`config.mk`:
```
export PLATFORM = sky130hd
export DESIGN_NAME = arb_out_fifo
export DESIGN_NICKNAME = d
export VERILOG_FILES = /design/src/rtl/arb_pkg.sv /design/src/rtl/arb_fifo_mem.sv /design/src/rtl/arb_out_fifo.sv
export SDC_FILE = /design/constraint.sdc
export NUM_CORES = 1
export LEC_CHECK = 0
export CORE_MARGIN = 5
export CORE_UTILIZATION = 55
export CTS_BUF_LIST = sky130_fd_sc_hd__clkbuf_16
export DETAILED_ROUTE_END_ITERATION = 12
export PLACE_DENSITY = 0.84
export RECOVER_POWER = 100
export SLEW_MARGIN = 20
export SYNTH_ARGS = -nofsm -noshare
export SYNTH_HDL_FRONTEND = slang
export SYNTH_SLANG_ARGS = --single-unit
```
`constraint.sdc`:
```
create_clock -name clk -period 2.4 [get_ports clk]
set_input_delay 0.48 -clock clk [delete_from_list [all_inputs] [get_ports clk]]
set_output_delay 0.48 -clock clk [all_outputs]
set_load 0.05 [all_outputs]
```
`src/rtl/arb_pkg.sv`:
```
// -----------------------------------------------------------------------------
// arb_pkg
// Shared types for the arbiter output stage.
//   arb_entry_t  : layout of one buffered word at the default 32-bit data width
//                  (data in the MSBs, source tag in the LSB). arb_out_fifo packs
//                  entries as a flat vector in exactly this order so that other
//                  DW settings keep the same layout.
//   fifo_state_e : frame-tracking FSM states.
//   MODE_NONE    : mode encoding for "no mode".
// -----------------------------------------------------------------------------
package arb_pkg;

    localparam int ARB_DW       = 32;
    localparam int ENTRY_CTRL_W = 11;    // mode(2) + proc_val(8) + source(1)

    typedef struct packed {
        logic [ARB_DW-1:0] data;
        logic [1:0]        mode;
        logic [7:0]        proc_val;
        logic              source;
    } arb_entry_t;

    typedef enum logic [1:0] {
        IDLE   = 2'd0,
        ACTIVE = 2'd1,
        CMPLT  = 2'd2
    } fifo_state_e;

    localparam logic [1:0] MODE_NONE = 2'b00;

endpackage : arb_pkg

```
`src/rtl/arb_fifo_mem.sv`:
```
// -----------------------------------------------------------------------------
// arb_fifo_mem
// DEPTH x EW register-array storage: one synchronous write port and one
// asynchronous (combinational) read port. Contents are deliberately not reset;
// the owner qualifies the read data with its own valid.
// Ports:
//   clk      in   clock
//   wr_en    in   write enable
//   wr_addr  in   write address
//   wr_data  in   write data
//   rd_addr  in   read address
//   rd_data  out  combinational read of rd_addr
// -----------------------------------------------------------------------------
module arb_fifo_mem #(
    parameter int DEPTH = 16,
    parameter int EW    = 43
) (
    input  logic                     clk,
    input  logic                     wr_en,
    input  logic [$clog2(DEPTH)-1:0] wr_addr,
    input  logic [EW-1:0]            wr_data,
    input  logic [$clog2(DEPTH)-1:0] rd_addr,
    output logic [EW-1:0]            rd_data
);

    logic [EW-1:0] mem_r [DEPTH];

    // Storage write port; no reset so the array maps onto plain flops/RAM.
    always_ff @(posedge clk) begin
        if (wr_en) begin
            mem_r[wr_addr] <= wr_data;
        end
    end

    assign rd_data = mem_r[rd_addr];

endmodule : arb_fifo_mem

```
`src/rtl/arb_out_fifo.sv`:
```
// -----------------------------------------------------------------------------
// arb_out_fifo
// Buffers the arbitrated word stream from the two-slave arbiter, returns
// fifo_full as backpressure, presents the head entry show-ahead to the master
// with valid/ready, and counts drained words per frame. When a frame's worth of
// words has been popped, mstr0_cmplt is raised and further words are withheld
// (mstr_valid=0) until cmplt_ack.
//
// Optional feature (macro ARB_OUT_FIFO_SRC_STATS_EN): adds src0_words and
// src1_words, per-frame counts of accepted pushes per source tag.
//
// Ports:
//   clk, rst_n        clock, async active-low reset
//   slvx_*            arbitrated word (data, mode, proc value), data_source tag
//   slvx_data_valid   push request
//   fifo_full         backpressure to arbiter (registered)
//   frame_len         words per frame, sampled on IDLE->ACTIVE (0 means 1)
//   mstr_*            head entry fields, mstr_valid / mstr_ready handshake
//   mstr0_cmplt       frame complete, held until cmplt_ack
//   cmplt_ack         completion acknowledge (ignored outside CMPLT)
//   fifo_count        current occupancy 0..DEPTH
//   src0/1_words      (optional) per-frame push counts per source
// -----------------------------------------------------------------------------
module arb_out_fifo
    import arb_pkg::*;
#(
    parameter int DW    = 32,
    parameter int DEPTH = 16,
    parameter int FLW   = 16
) (
    input  logic                     clk,
    input  logic                     rst_n,
    input  logic [DW-1:0]            slvx_data,
    input  logic [1:0]               slvx_mode,
    input  logic [7:0]               slvx_proc_val,
    input  logic                     data_source,
    input  logic                     slvx_data_valid,
    output logic                     fifo_full,
    input  logic [FLW-1:0]           frame_len,
    output logic [DW-1:0]            mstr_data,
    output logic [1:0]               mstr_mode,
    output logic [7:0]               mstr_proc_val,
    output logic                     mstr_source,
    output logic                     mstr_valid,
    input  logic                     mstr_ready,
    output logic                     mstr0_cmplt,
    input  logic                     cmplt_ack,
    output logic [$clog2(DEPTH):0]   fifo_count
`ifdef ARB_OUT_FIFO_SRC_STATS_EN
    ,
    output logic [FLW-1:0]           src0_words,
    output logic [FLW-1:0]           src1_words
`endif
);

    localparam int AW = $clog2(DEPTH);
    localparam int CW = AW + 1;
    localparam int EW = DW + ENTRY_CTRL_W;

    localparam logic [AW-1:0]  PTR_ONE  = {{(AW-1){1'b0}}, 1'b1};
    localparam logic [CW-1:0]  CNT_ONE  = {{(CW-1){1'b0}}, 1'b1};
    localparam logic [CW-1:0]  CNT_ZERO = {CW{1'b0}};
    localparam logic [CW-1:0]  CNT_FULL = CW'(DEPTH);
    localparam logic [FLW-1:0] FL_ONE   = {{(FLW-1){1'b0}}, 1'b1};
    localparam logic [FLW-1:0] FL_ZERO  = {FLW{1'b0}};

    logic [AW-1:0]  wr_ptr_r;
    logic [AW-1:0]  rd_ptr_r;
    logic [CW-1:0]  count_r;
    logic [CW-1:0]  count_nxt_s;
    logic           full_r;
    fifo_state_e    state_r;
    fifo_state_e    state_nxt_s;
    logic [FLW-1:0] flen_r;
    logic [FLW-1:0] flen_nxt_s;
    logic [FLW-1:0] fcnt_r;
    logic [FLW-1:0] fcnt_nxt_s;
    logic           cmplt_r;
    logic           cmplt_nxt_s;
    logic           push_s;
    logic           pop_s;
    logic           valid_s;
    logic [EW-1:0]  wr_entry_s;
    logic [EW-1:0]  rd_entry_s;

    // Full is judged on the registered flag, so a push alongside a pop from
    // full is refused.
    assign push_s  = slvx_data_valid && !full_r;
    // Words are withheld while a completed frame awaits acknowledge.
    assign valid_s = (count_r != CNT_ZERO) && (state_r != CMPLT);
    assign pop_s   = valid_s && mstr_ready;

    // Entry order: data, mode, proc_val, source (source in the LSB).
    assign wr_entry_s = {slvx_data, slvx_mode, slvx_proc_val, data_source};

    arb_fifo_mem #(
        .DEPTH (DEPTH),
        .EW    (EW)
    ) u_mem (
        .clk     (clk),
        .wr_en   (push_s),
        .wr_addr (wr_ptr_r),
        .wr_data (wr_entry_s),
        .rd_addr (rd_ptr_r),
        .rd_data (rd_entry_s)
    );

    assign mstr_data     = rd_entry_s[EW-1 -: DW];
    assign mstr_mode     = rd_entry_s[10:9];
    assign mstr_proc_val = rd_entry_s[8:1];
    assign mstr_source   = rd_entry_s[0];
    assign mstr_valid    = valid_s;
    assign fifo_full     = full_r;
    assign mstr0_cmplt   = cmplt_r;
    assign fifo_count    = count_r;

    // Next occupancy from the push/pop pair.
    always_comb begin
        count_nxt_s = count_r;
        if (push_s && !pop_s) begin
            count_nxt_s = count_r + CNT_ONE;
        end else if (pop_s && !push_s) begin
            count_nxt_s = count_r - CNT_ONE;
        end else begin
            count_nxt_s = count_r;
        end
    end

    // Pointers, occupancy and the registered full flag.
    always_ff @(posedge clk or negedge rst_n) begin
        if (!rst_n) begin
            wr_ptr_r <= {AW{1'b0}};
            rd_ptr_r <= {AW{1'b0}};
            count_r  <= CNT_ZERO;
            full_r   <= 1'b0;
        end else begin
            if (push_s) begin
                wr_ptr_r <= wr_ptr_r + PTR_ONE;
            end
            if (pop_s) begin
                rd_ptr_r <= rd_ptr_r + PTR_ONE;
            end
            count_r <= count_nxt_s;
            full_r  <= (count_nxt_s == CNT_FULL);
        end
    end

    // Frame FSM next-state logic: IDLE starts a frame as soon as anything is
    // pushed or already buffered; ACTIVE counts pops; CMPLT waits for ack.
    always_comb begin
        state_nxt_s = state_r;
        flen_nxt_s  = flen_r;
        fcnt_nxt_s  = fcnt_r;
        cmplt_nxt_s = cmplt_r;
        case (state_r)
            IDLE: begin
                if (push_s || (count_r != CNT_ZERO)) begin
                    state_nxt_s = ACTIVE;
                    flen_nxt_s  = (frame_len == FL_ZERO) ? FL_ONE : frame_len;
                    fcnt_nxt_s  = FL_ZERO;
                end else begin
                    state_nxt_s = IDLE;
                end
            end
            ACTIVE: begin
                if (pop_s) begin
                    fcnt_nxt_s = fcnt_r + FL_ONE;
                    if (fcnt_r == (flen_r - FL_ONE)) begin
                        state_nxt_s = CMPLT;
                        cmplt_nxt_s = 1'b1;
                    end else begin
                        state_nxt_s = ACTIVE;
                    end
                end else begin
                    state_nxt_s = ACTIVE;
                end
            end
            CMPLT: begin
                if (cmplt_ack) begin
                    state_nxt_s = IDLE;
                    cmplt_nxt_s = 1'b0;
                end else begin
                    state_nxt_s = CMPLT;
                end
            end
            default: begin
                state_nxt_s = IDLE;
                cmplt_nxt_s = 1'b0;
            end
        endcase
    end

    // Frame FSM state and frame bookkeeping registers.
    always_ff @(posedge clk or negedge rst_n) begin
        if (!rst_n) begin
            state_r <= IDLE;
            flen_r  <= FL_ZERO;
            fcnt_r  <= FL_ZERO;
            cmplt_r <= 1'b0;
        end else begin
            state_r <= state_nxt_s;
            flen_r  <= flen_nxt_s;
            fcnt_r  <= fcnt_nxt_s;
            cmplt_r <= cmplt_nxt_s;
        end
    end

`ifdef ARB_OUT_FIFO_SRC_STATS_EN
    logic           ack_acc_s;
    logic [FLW-1:0] src0_inc_s;
    logic [FLW-1:0] src1_inc_s;
    logic [FLW-1:0] src0_r;
    logic [FLW-1:0] src1_r;

    assign ack_acc_s  = (state_r == CMPLT) && cmplt_ack;
    assign src0_inc_s = {{(FLW-1){1'b0}}, (push_s && !data_source)};
    assign src1_inc_s = {{(FLW-1){1'b0}}, (push_s &&  data_source)};

    // Per-source push counters; a push landing on the ack cycle already
    // belongs to the next frame, so it seeds the cleared count.
    always_ff @(posedge clk or negedge rst_n) begin
        if (!rst_n) begin
            src0_r <= FL_ZERO;
            src1_r <= FL_ZERO;
        end else if (ack_acc_s) begin
            src0_r <= src0_inc_s;
            src1_r <= src1_inc_s;
        end else begin
            src0_r <= src0_r + src0_inc_s;
            src1_r <= src1_r + src1_inc_s;
        end
    end

    assign src0_words = src0_r;
    assign src1_words = src1_r;
`endif

endmodule : arb_out_fifo

```
==> results of run 1 <==
[Yosys cell counts (3+ instances only)]
cell / instances / area [um^2]
sky130_fd_sc_hd__a21oi_1: 14 / 70.07
sky130_fd_sc_hd__a22o_1: 11 / 96.34
sky130_fd_sc_hd__a31oi_1: 3 / 18.77
sky130_fd_sc_hd__and2_1: 18 / 112.6
sky130_fd_sc_hd__and3_1: 3 / 18.77
sky130_fd_sc_hd__buf_1: 4 / 15.01
sky130_fd_sc_hd__buf_2: 16 / 80.08
sky130_fd_sc_hd__clkbuf_1: 37 / 138.9
sky130_fd_sc_hd__dfrtp_1: 49 / 1226
sky130_fd_sc_hd__edfxtp_1: 688 / 20660
sky130_fd_sc_hd__ha_1: 9 / 112.6
sky130_fd_sc_hd__inv_1: 10 / 37.54
sky130_fd_sc_hd__mux4_2: 215 / 4842
sky130_fd_sc_hd__nand2_1: 31 / 116.4
sky130_fd_sc_hd__nand2b_1: 6 / 37.54
sky130_fd_sc_hd__nand3_1: 11 / 55.05
sky130_fd_sc_hd__nand4_1: 8 / 50.05
sky130_fd_sc_hd__nor2_1: 20 / 75.07
sky130_fd_sc_hd__nor2b_1: 4 / 25.02
sky130_fd_sc_hd__nor3_1: 7 / 35.03
sky130_fd_sc_hd__nor3b_1: 4 / 30.03
sky130_fd_sc_hd__nor4_1: 5 / 31.28
sky130_fd_sc_hd__o211ai_1: 3 / 22.52
sky130_fd_sc_hd__o21ai_0: 17 / 85.08
sky130_fd_sc_hd__o21ai_1: 4 / 20.02
sky130_fd_sc_hd__or3_1: 9 / 56.30
sky130_fd_sc_hd__or4_1: 7 / 52.55
sky130_fd_sc_hd__xnor2_1: 26 / 227.7
sky130_fd_sc_hd__xor2_1: 11 / 96.34
[flip-flops by register name, summed over array words and instances, names as in the netlist]
register / count
wr_ptr_r: 4
mstr0_cmplt: 1
fcnt_r: 16
u_mem.mem_r: 688
rd_ptr_r: 4
state_r: 2
flen_r: 16
fifo_count: 5
fifo_full: 1
[layout make-up]
type / count / area (um^2) / area share, %
Sequential cell: 737 / 21900 / 64.01
Multi-Input combinational cell: 467 / 6541 / 19.12
Timing Repair Buffer: 240 / 2487 / 7.270
Clock buffer: 74 / 1852 / 5.413
Tap cell: 680 / 850.8 / 2.487
Clock inverter: 56 / 514.2 / 1.503
Inverter: 11 / 41.29 / 0.1207
Antenna cell: 10 / 25.02 / 0.07314
[worst paths after layout]
path / startpoint / end / slack [ns] / depth (start not counted)
worst max-delay path: rd_ptr_r[0] / mstr_data[26] / -0.91 / 5
worst min-delay path: frame_len[11] / flen_r[11] / 0.45 / 3
worst max register to register: fifo_count[1] / state_r[1] / -0.22 / 10
worst min register to register: flen_r[15] / flen_r[15] / 0.53 / 1
max in group asynchronous: rst_n / rd_ptr_r[0] / 0.63 / 3
min in group asynchronous: rst_n / flen_r[4] / 0.54 / 2
[cells by family after synthesis]
group / count (synthesis) / synth area share [%]
multiplexers: 216 / 16.93
adder cells (fa/ha/maj): 9 / 0.3928
XOR/XNOR: 37 / 1.130
flip-flops: 737 / 76.35
AND/OR/NAND/NOR: 142 / 2.798
AO/OA/AOI/OAI: 63 / 1.401
buffers and inverters: 69 / 0.9995
[worst max-delay path: cells and delay by family (launching register included)]
family / cells / cell delay, ns
buffers and inverters: 3 / 0.55
DFF: 1 / 0.51
muxes: 2 / 1.15
[metrics by stage]
stage,std cells,hold WS (ns),util (%)
floorplan,1273,0.1844,-
global placement,2117,0.4292,61.90
detailed placement,2117,0.4350,61.90
CTS,2259,0.3159,67.09
global route,2269,0.4343,66.39
finish,2275,0.4485,66.42
[per-layer routing]
metal	GRT usage [%]	part of all wire, %	vias up	wire [um]
met2	46.21	51	1319	39470
met4	10.54	4.3	0	3355
met3	6.264	11	229	8641
met1	36.35	34	7958	26540
met5	0	0	-	0
li1	-	-	5915	-
[power by group through the flow]
stage | logic [uW] | clock network [uW] | registers, uW
detailed placement | 14700 | 0 | 16300
global route | 16600 | 12400 | 16200
floorplan | 10300 | 0 | 16100
finish | 16000 | 11600 | 16200
CTS | 15900 | 11600 | 16100
global placement | 14300 | 0 | 16100
[timing repair]
action / 4_1_cts / 5_1_grt
pin swaps: 1 / 7
gates cloned: 1 / 3
setup endpoints to repair: 52 / 48
hold buffers: 1 / 0
hold endpoints to repair: 16 / 0
buffers inserted: 10 / 3
gates resized for setup: 56 / 24
==> impl_metrics.prom, run 1 <==
# TYPE chip_impl_metric gauge
chip_impl_info{name="outcome",value="finished with violations"} 1
chip_impl_info{name="failed_checks",value="negative setup slack"} 1
chip_impl_metric{name="start_util",unit="%"} 55.65
chip_impl_metric{name="wire_per_inst",unit="um"} 34.29
chip_impl_metric{name="number_of_h_tree_branching_levels",unit=""} 3
chip_impl_info{name="final_cell_mix",value="688 x sky130_fd_sc_hd__edfxtp_1, 215 x sky130_fd_sc_hd__mux4_2, 77 x sky130_fd_sc_hd__clkbuf_16, 49 x sky130_fd_sc_hd__buf_6"} 1
chip_impl_metric{name="postPlaceCellArea",unit="mm^2"} 0.03188
chip_impl_info{name="worstSetupStartpointType",value="register"} 1
chip_impl_metric{name="ys_seq_elements",unit=""} 737
chip_impl_info{name="critical_path.endpoint_type",value="primary output"} 1
chip_impl_metric{name="final_layout_size_suffix_gt1_share",unit="%"} 31.67
chip_impl_metric{name="postSynthNetCount",unit=""} 1346
chip_impl_metric{name="site_rows",unit=""} 83
chip_impl_metric{name="starting_drt_drc_count",unit=""} 2332
chip_impl_metric{name="synth_edf_count",unit=""} 688
chip_impl_metric{name="die_x",unit="um"} 238.3
chip_impl_info{name="timing.hold.worst.class",value="input port to register"} 1
chip_impl_metric{name="worst_setup_hold_path_clk_slew",unit="ns"} 0.06
chip_impl_metric{name="gp_congestion",unit=""} 0.8371
chip_impl_info{name="prevailing_post_synth_register_cell",value="sky130_fd_sc_hd__edfxtp_1"} 1
chip_impl_metric{name="yosysWarningCount",unit=""} 0
chip_impl_metric{name="worst_slack",unit="ns"} -0.9142
chip_impl_metric{name="setup_violations",unit=""} 50
chip_impl_metric{name="total_switching_power",unit="uW"} 14620
chip_impl_metric{name="finalWorstPathRequiredPeriod",unit="ns"} 3.314
chip_impl_metric{name="final_max_slew_viol_count",unit=""} 0
chip_impl_metric{name="vias",unit=""} 15420
chip_impl_metric{name="detail_route.first_pass.iterations",unit=""} 7
chip_impl_metric{name="globalRouteOverflowTotal",unit=""} 0
chip_impl_metric{name="first_pass_grt_wire_length",unit="mm"} 112.4
chip_impl_metric{name="dieArea",unit="mm^2"} 0.05679
chip_impl_metric{name="io_buffer_count",unit=""} 114
chip_impl_metric{name="core_area",unit="mm^2"} 0.05151
chip_impl_metric{name="post-route-cell-area",unit="mm^2"} 0.03421
chip_impl_metric{name="dpl.hpwl",unit="mm"} 38.90
chip_impl_metric{name="mapped_cell_area",unit="mm^2"} 0.02867
chip_impl_metric{name="grt_pass1_vias",unit=""} 15830
chip_impl_metric{name="clock_buffers_created_by_tritoncts",unit=""} 73
chip_impl_metric{name="floorplan.die.height",unit="um"} 238.3
chip_impl_metric{name="grt_max_degree",unit=""} 39
chip_impl_info{name="critical_path.cell_chain",value="buf_12, buf_16, mux4_2, mux4_2, buf_6"} 1
chip_impl_info{name="clk_root_buffer_cell",value="sky130_fd_sc_hd__clkbuf_16"} 1
chip_impl_metric{name="internal-power",unit="uW"} 29140
chip_impl_metric{name="grtUsageTotal",unit="%"} 27.72
chip_impl_metric{name="clock-skew-final",unit="ns"} 0.02315
chip_impl_metric{name="power.total",unit="uW"} 43760
chip_impl_metric{name="synth-async-reset-ratio",unit="%"} 6.649
chip_impl_info{name="leading_cell_type_in_the_layout_fill_and_taps_excluded",value="sky130_fd_sc_hd__edfxtp_1"} 1
chip_impl_metric{name="nets",unit=""} 1603
chip_impl_info{name="cts_tree",value="built"} 1
chip_impl_metric{name="post_synth_inst_count",unit=""} 1273
chip_impl_metric{name="ir_worst_vdd",unit="mV"} 0.8095
chip_impl_metric{name="max_clock_freq",unit="MHz"} 301.7
chip_impl_metric{name="power_switching_share",unit="%"} 33.42
chip_impl_metric{name="clk-insertion-delay-late",unit="ns"} 0.62
chip_impl_metric{name="hold_viol",unit=""} 0
chip_impl_metric{name="synth_seq_area_share",unit="%"} 76.35
chip_impl_metric{name="pre_cts_slack",unit="ns"} -0.1904
chip_impl_metric{name="power.share.clock",unit="%"} 26.5
chip_impl_metric{name="slew-limit-headroom",unit="%"} 35.02
chip_impl_metric{name="n_fill_cell",unit=""} 3101
chip_impl_metric{name="synth_unique_cells",unit=""} 50
chip_impl_info{name="rsz_0062_raised_after_global_routing",value="yes"} 1
chip_impl_metric{name="tritoncts_num_sinks",unit=""} 737
chip_impl_info{name="critical-path-slowest-cell",value="sky130_fd_sc_hd__mux4_2"} 1
chip_impl_metric{name="power.share.sequential",unit="%"} 36.9
chip_impl_metric{name="io_pins",unit=""} 115
chip_impl_metric{name="critical_path_arrival",unit="ns"} 2.83
chip_impl_metric{name="required",unit="ns"} 1.92
chip_impl_info{name="critical_path.most_common_cell",value="sky130_fd_sc_hd__mux4_2"} 1
chip_impl_metric{name="cellLeakagePower",unit="uW"} 0.01123
chip_impl_metric{name="synthToLayoutAreaGrowth",unit="%"} 19.35
chip_impl_metric{name="wl",unit="mm"} 78.00
chip_impl_metric{name="power.combinational.fraction",unit="%"} 36.6
chip_impl_metric{name="timing.critical_path.slowest_cell_delay",unit="ns"} 0.58
chip_impl_metric{name="fin_setup_tns",unit="ns"} -35.26
chip_impl_info{name="setup.worst_path.class",value="register to primary output"} 1
chip_impl_metric{name="syn-mean-instance-area",unit="um^2"} 22.52
chip_impl_metric{name="remaining_drc_errors",unit=""} 0
chip_impl_metric{name="cts-root-to-sink-buffers",unit=""} 3
chip_impl_metric{name="timing_worst_slew_pin_value",unit="ns"} 0.9747
chip_impl_metric{name="drv_cap",unit=""} 0
chip_impl_metric{name="worst-path-max-fanout",unit=""} 12
chip_impl_metric{name="antenna_found_initial",unit=""} 9
chip_impl_metric{name="viasPerCell",unit=""} 6.778
chip_impl_metric{name="areal_power_density_over_the_cells",unit="mW/mm^2"} 1279
chip_impl_metric{name="final.period_utilization",unit="%"} 138.1
chip_impl_metric{name="antenna_violating_nets_post_route",unit=""} 0
No activity file was read; power rests on OpenSTA's default activity.
==> run 2, diff against run 1 <==
--- a/config.mk
+++ b/config.mk
@@ -5,6 +5,7 @@
 export SDC_FILE = /design/constraint.sdc
 export NUM_CORES = 1
 export LEC_CHECK = 0
+export CAP_MARGIN = 30
 export CORE_MARGIN = 5
 export CORE_UTILIZATION = 55
 export CTS_BUF_LIST = sky130_fd_sc_hd__clkbuf_16
==> constraint.sdc (replaced) <==
create_clock -name clk -period 2.4 [get_ports clk]
set_input_delay 0.48 -clock clk [delete_from_list [all_inputs] [get_ports clk]]
set_output_delay 0.48 -clock clk [all_outputs]
set_load 0.005 [all_outputs]
==> impl_metrics.prom, run 2 (synthesis gave the netlist of run 1 again) <==
# TYPE chip_impl_metric gauge
chip_impl_metric{name="synthToLayoutAreaGrowth",unit="%"} 21.04
chip_impl_metric{name="cts-root-to-sink-buffers",unit=""} 3
chip_impl_info{name="timing.hold.worst.class",value="input port to register"} 1
chip_impl_metric{name="power.share.clock",unit="%"} 28.0
chip_impl_metric{name="internal-power",unit="uW"} 29570
chip_impl_metric{name="timing_worst_slew_pin_value",unit="ns"} 1.411
chip_impl_metric{name="dpl.hpwl",unit="mm"} 37.43
chip_impl_metric{name="ir_worst_vdd",unit="mV"} 0.5604
chip_impl_metric{name="tritoncts_num_sinks",unit=""} 737
chip_impl_metric{name="die_x",unit="um"} 238.3
chip_impl_metric{name="worst-path-max-fanout",unit=""} 7
chip_impl_metric{name="grtUsageTotal",unit="%"} 27.21
chip_impl_info{name="worstReg2RegStart",value="fifo_count[1]"} 1
chip_impl_metric{name="remaining_drc_errors",unit=""} 0
chip_impl_metric{name="clock-skew-final",unit="ns"} 0.03008
chip_impl_metric{name="power_switching_share",unit="%"} 28.96
chip_impl_metric{name="wire_per_inst",unit="um"} 33.53
chip_impl_metric{name="required",unit="ns"} 1.92
chip_impl_metric{name="antenna_found_initial",unit=""} 3
chip_impl_metric{name="final_max_slew_viol_count",unit=""} 0
chip_impl_metric{name="areal_power_density_over_the_cells",unit="mW/mm^2"} 1200
chip_impl_metric{name="grt_max_degree",unit=""} 37
chip_impl_metric{name="nets",unit=""} 1630
chip_impl_metric{name="io_buffer_count",unit=""} 114
chip_impl_metric{name="floorplan.die.height",unit="um"} 238.3
chip_impl_info{name="failed_checks",value="negative setup slack"} 1
chip_impl_metric{name="total_switching_power",unit="uW"} 12060
chip_impl_info{name="setup.worst_path.class",value="register to primary output"} 1
chip_impl_info{name="min_from",value="frame_len[1]"} 1
chip_impl_metric{name="clk-insertion-delay-late",unit="ns"} 0.62
chip_impl_info{name="biggestRegsByFlops",value="u_mem.mem_r (688), fcnt_r (16), flen_r (16)"} 1
chip_impl_metric{name="io_pins",unit=""} 115
chip_impl_metric{name="slew-limit-headroom",unit="%"} 5.951
chip_impl_info{name="leading_cell_type_in_the_layout_fill_and_taps_excluded",value="sky130_fd_sc_hd__edfxtp_1"} 1
chip_impl_metric{name="drv_cap",unit=""} 0
chip_impl_info{name="outcome",value="finished with violations"} 1
chip_impl_metric{name="vias",unit=""} 15380
chip_impl_metric{name="largest_register_ffs",unit=""} 688
chip_impl_info{name="worstSetupStartpointType",value="register"} 1
chip_impl_metric{name="clock_buffers_created_by_tritoncts",unit=""} 74
chip_impl_info{name="rsz_0062_raised_after_global_routing",value="yes"} 1
chip_impl_metric{name="detail_route.first_pass.iterations",unit=""} 6
chip_impl_metric{name="pre_cts_slack",unit="ns"} -0.5016
chip_impl_metric{name="setup_violations",unit=""} 51
chip_impl_metric{name="fin_setup_tns",unit="ns"} -33.53
chip_impl_metric{name="whs",unit="ns"} 0.4530
chip_impl_metric{name="worst_setup_hold_path_clk_slew",unit="ns"} 0.06
chip_impl_metric{name="start_util",unit="%"} 55.65
chip_impl_metric{name="final.period_utilization",unit="%"} 136.1
chip_impl_metric{name="power.share.sequential",unit="%"} 38.9
chip_impl_info{name="setup.worst_path.start",value="rd_ptr_r[0]"} 1
chip_impl_metric{name="number_of_h_tree_branching_levels",unit=""} 3
chip_impl_info{name="clk_root_buffer_cell",value="sky130_fd_sc_hd__clkbuf_16"} 1
chip_impl_metric{name="cellLeakagePower",unit="uW"} 0.01147
chip_impl_info{name="regMostFlops",value="u_mem.mem_r"} 1
chip_impl_metric{name="viasPerCell",unit=""} 6.693
chip_impl_info{name="critical_path.endpoint_type",value="primary output"} 1
chip_impl_metric{name="critical_path_arrival",unit="ns"} 2.79
chip_impl_metric{name="finalWorstPathRequiredPeriod",unit="ns"} 3.267
chip_impl_metric{name="wl",unit="mm"} 77.04
chip_impl_metric{name="dieArea",unit="mm^2"} 0.05679
chip_impl_metric{name="antenna_violating_nets_post_route",unit=""} 0
chip_impl_metric{name="worst_slack",unit="ns"} -0.8675
chip_impl_metric{name="gp_congestion",unit=""} 0.8032
chip_impl_info{name="cts_tree",value="built"} 1
chip_impl_metric{name="globalRouteOverflowTotal",unit=""} 0
chip_impl_metric{name="site_rows",unit=""} 83
chip_impl_metric{name="starting_drt_drc_count",unit=""} 2101
chip_impl_info{name="final_cell_mix",value="688 x sky130_fd_sc_hd__edfxtp_1, 215 x sky130_fd_sc_hd__mux4_2, 81 x sky130_fd_sc_hd__clkbuf_16, 50 x sky130_fd_sc_hd__buf_6, 49 x sky130_fd_sc_hd__dlygate4sd3_1"} 1
chip_impl_metric{name="core_area",unit="mm^2"} 0.05151
chip_impl_metric{name="first_pass_grt_wire_length",unit="mm"} 110.9
chip_impl_metric{name="final_layout_size_suffix_gt1_share",unit="%"} 33.60
chip_impl_metric{name="max_clock_freq",unit="MHz"} 306.0
chip_impl_metric{name="grt_pass1_vias",unit=""} 15960
chip_impl_metric{name="power.combinational.fraction",unit="%"} 33.1
chip_impl_metric{name="n_fill_cell",unit=""} 3075
chip_impl_metric{name="hold_viol",unit=""} 0
-- run 2: changes by cell type in the layout (fill, tap and decap cells not counted), moves of 5 or more --
cell,change
sky130_fd_sc_hd__dlygate4sd3_1,+5
sky130_fd_sc_hd__buf_8,+7
sky130_fd_sc_hd__dlygate4sd2_1,-5
sky130_fd_sc_hd__clkinv_2,+8
sky130_fd_sc_hd__buf_2,+21
sky130_fd_sc_hd__buf_16,+5
sky130_fd_sc_hd__diode_2,-8
sky130_fd_sc_hd__buf_4,-11
sky130_fd_sc_hd__inv_1,-7
sky130_fd_sc_hd__buf_12,+11
-- run 2: cell type report --
type / count / area, um^2 / share of cell area [%]
diodes: 2 / 5.005 / 0.01442
clock buffers: 79 / 1977 / 5.697
clock inverters: 56 / 441.7 / 1.273
inverters: 11 / 41.29 / 0.1190
multi-input cells: 467 / 6569 / 18.93
flip-flops and latches: 737 / 21900 / 63.11
well taps: 680 / 850.8 / 2.452
repair buffers: 266 / 2915 / 8.402
-- run 2: critical path: stages, from the launching register on --
cell and delay (ns):
sky130_fd_sc_hd__dfrtp_4 0.51, sky130_fd_sc_hd__buf_12 0.18, sky130_fd_sc_hd__buf_12 0.12, sky130_fd_sc_hd__buf_12 0.12
sky130_fd_sc_hd__mux4_2 0.54, sky130_fd_sc_hd__mux4_2 0.56, sky130_fd_sc_hd__buf_6 0.15
-- run 2: path summary, 6_finish.rpt --
check / end / slack (ns) / cells after the start
min reg2reg: flen_r[15] / 0.53 / 1
max: mstr_data[20] / -0.87 / 6
min: flen_r[1] / 0.45 / 3
max reg2reg: fifo_full / -0.14 / 9
max in group asynchronous: rd_ptr_r[0] / 0.31 / 3
min in group asynchronous: flen_r[3] / 0.73 / 2
-- run 2: stage by stage --
stage | utilization (%) | instances | area, um^2 | total power [uW]
after floorplan | - | 1273 | 28680 | 22900
after global placement | 61.92 | 2108 | 31900 | 28020
after detailed placement | 61.92 | 2108 | 31900 | 28490
after CTS | 67.94 | 2287 | 35000 | 41460
after global routing | 67.35 | 2296 | 34690 | 43090
final | 67.36 | 2298 | 34700 | 41630
-- run 2: routing by layer --
layer	part of all wire, %	global-route usage [%]
met1	34	35.25
met2	52	45.80
met3	9.8	6.149
met4	3.7	10.33
met5	0.035	0
-- run 2: timing repair --
action / in CTS / in global routing
hold buffers: 1 / 0
setup buffers: 34 / 13
resized for setup: 232 / 45
pin swaps: 1 / 10
setup endpoints to repair: 47 / 48
cloned: 11 / 2
hold endpoints to repair: 25 / 0
-- run 2: power groups by stage --
stage / combinational, uW / clock [uW] / sequential [uW]
2_1_floorplan: 6890 / 0 / 16000
4_1_cts: 13700 / 11600 / 16100
3_5_place_dp: 12200 / 0 / 16300
3_3_place_gp: 11800 / 0 / 16200
6_report: 13800 / 11600 / 16200
5_1_grt: 14400 / 12400 / 16300
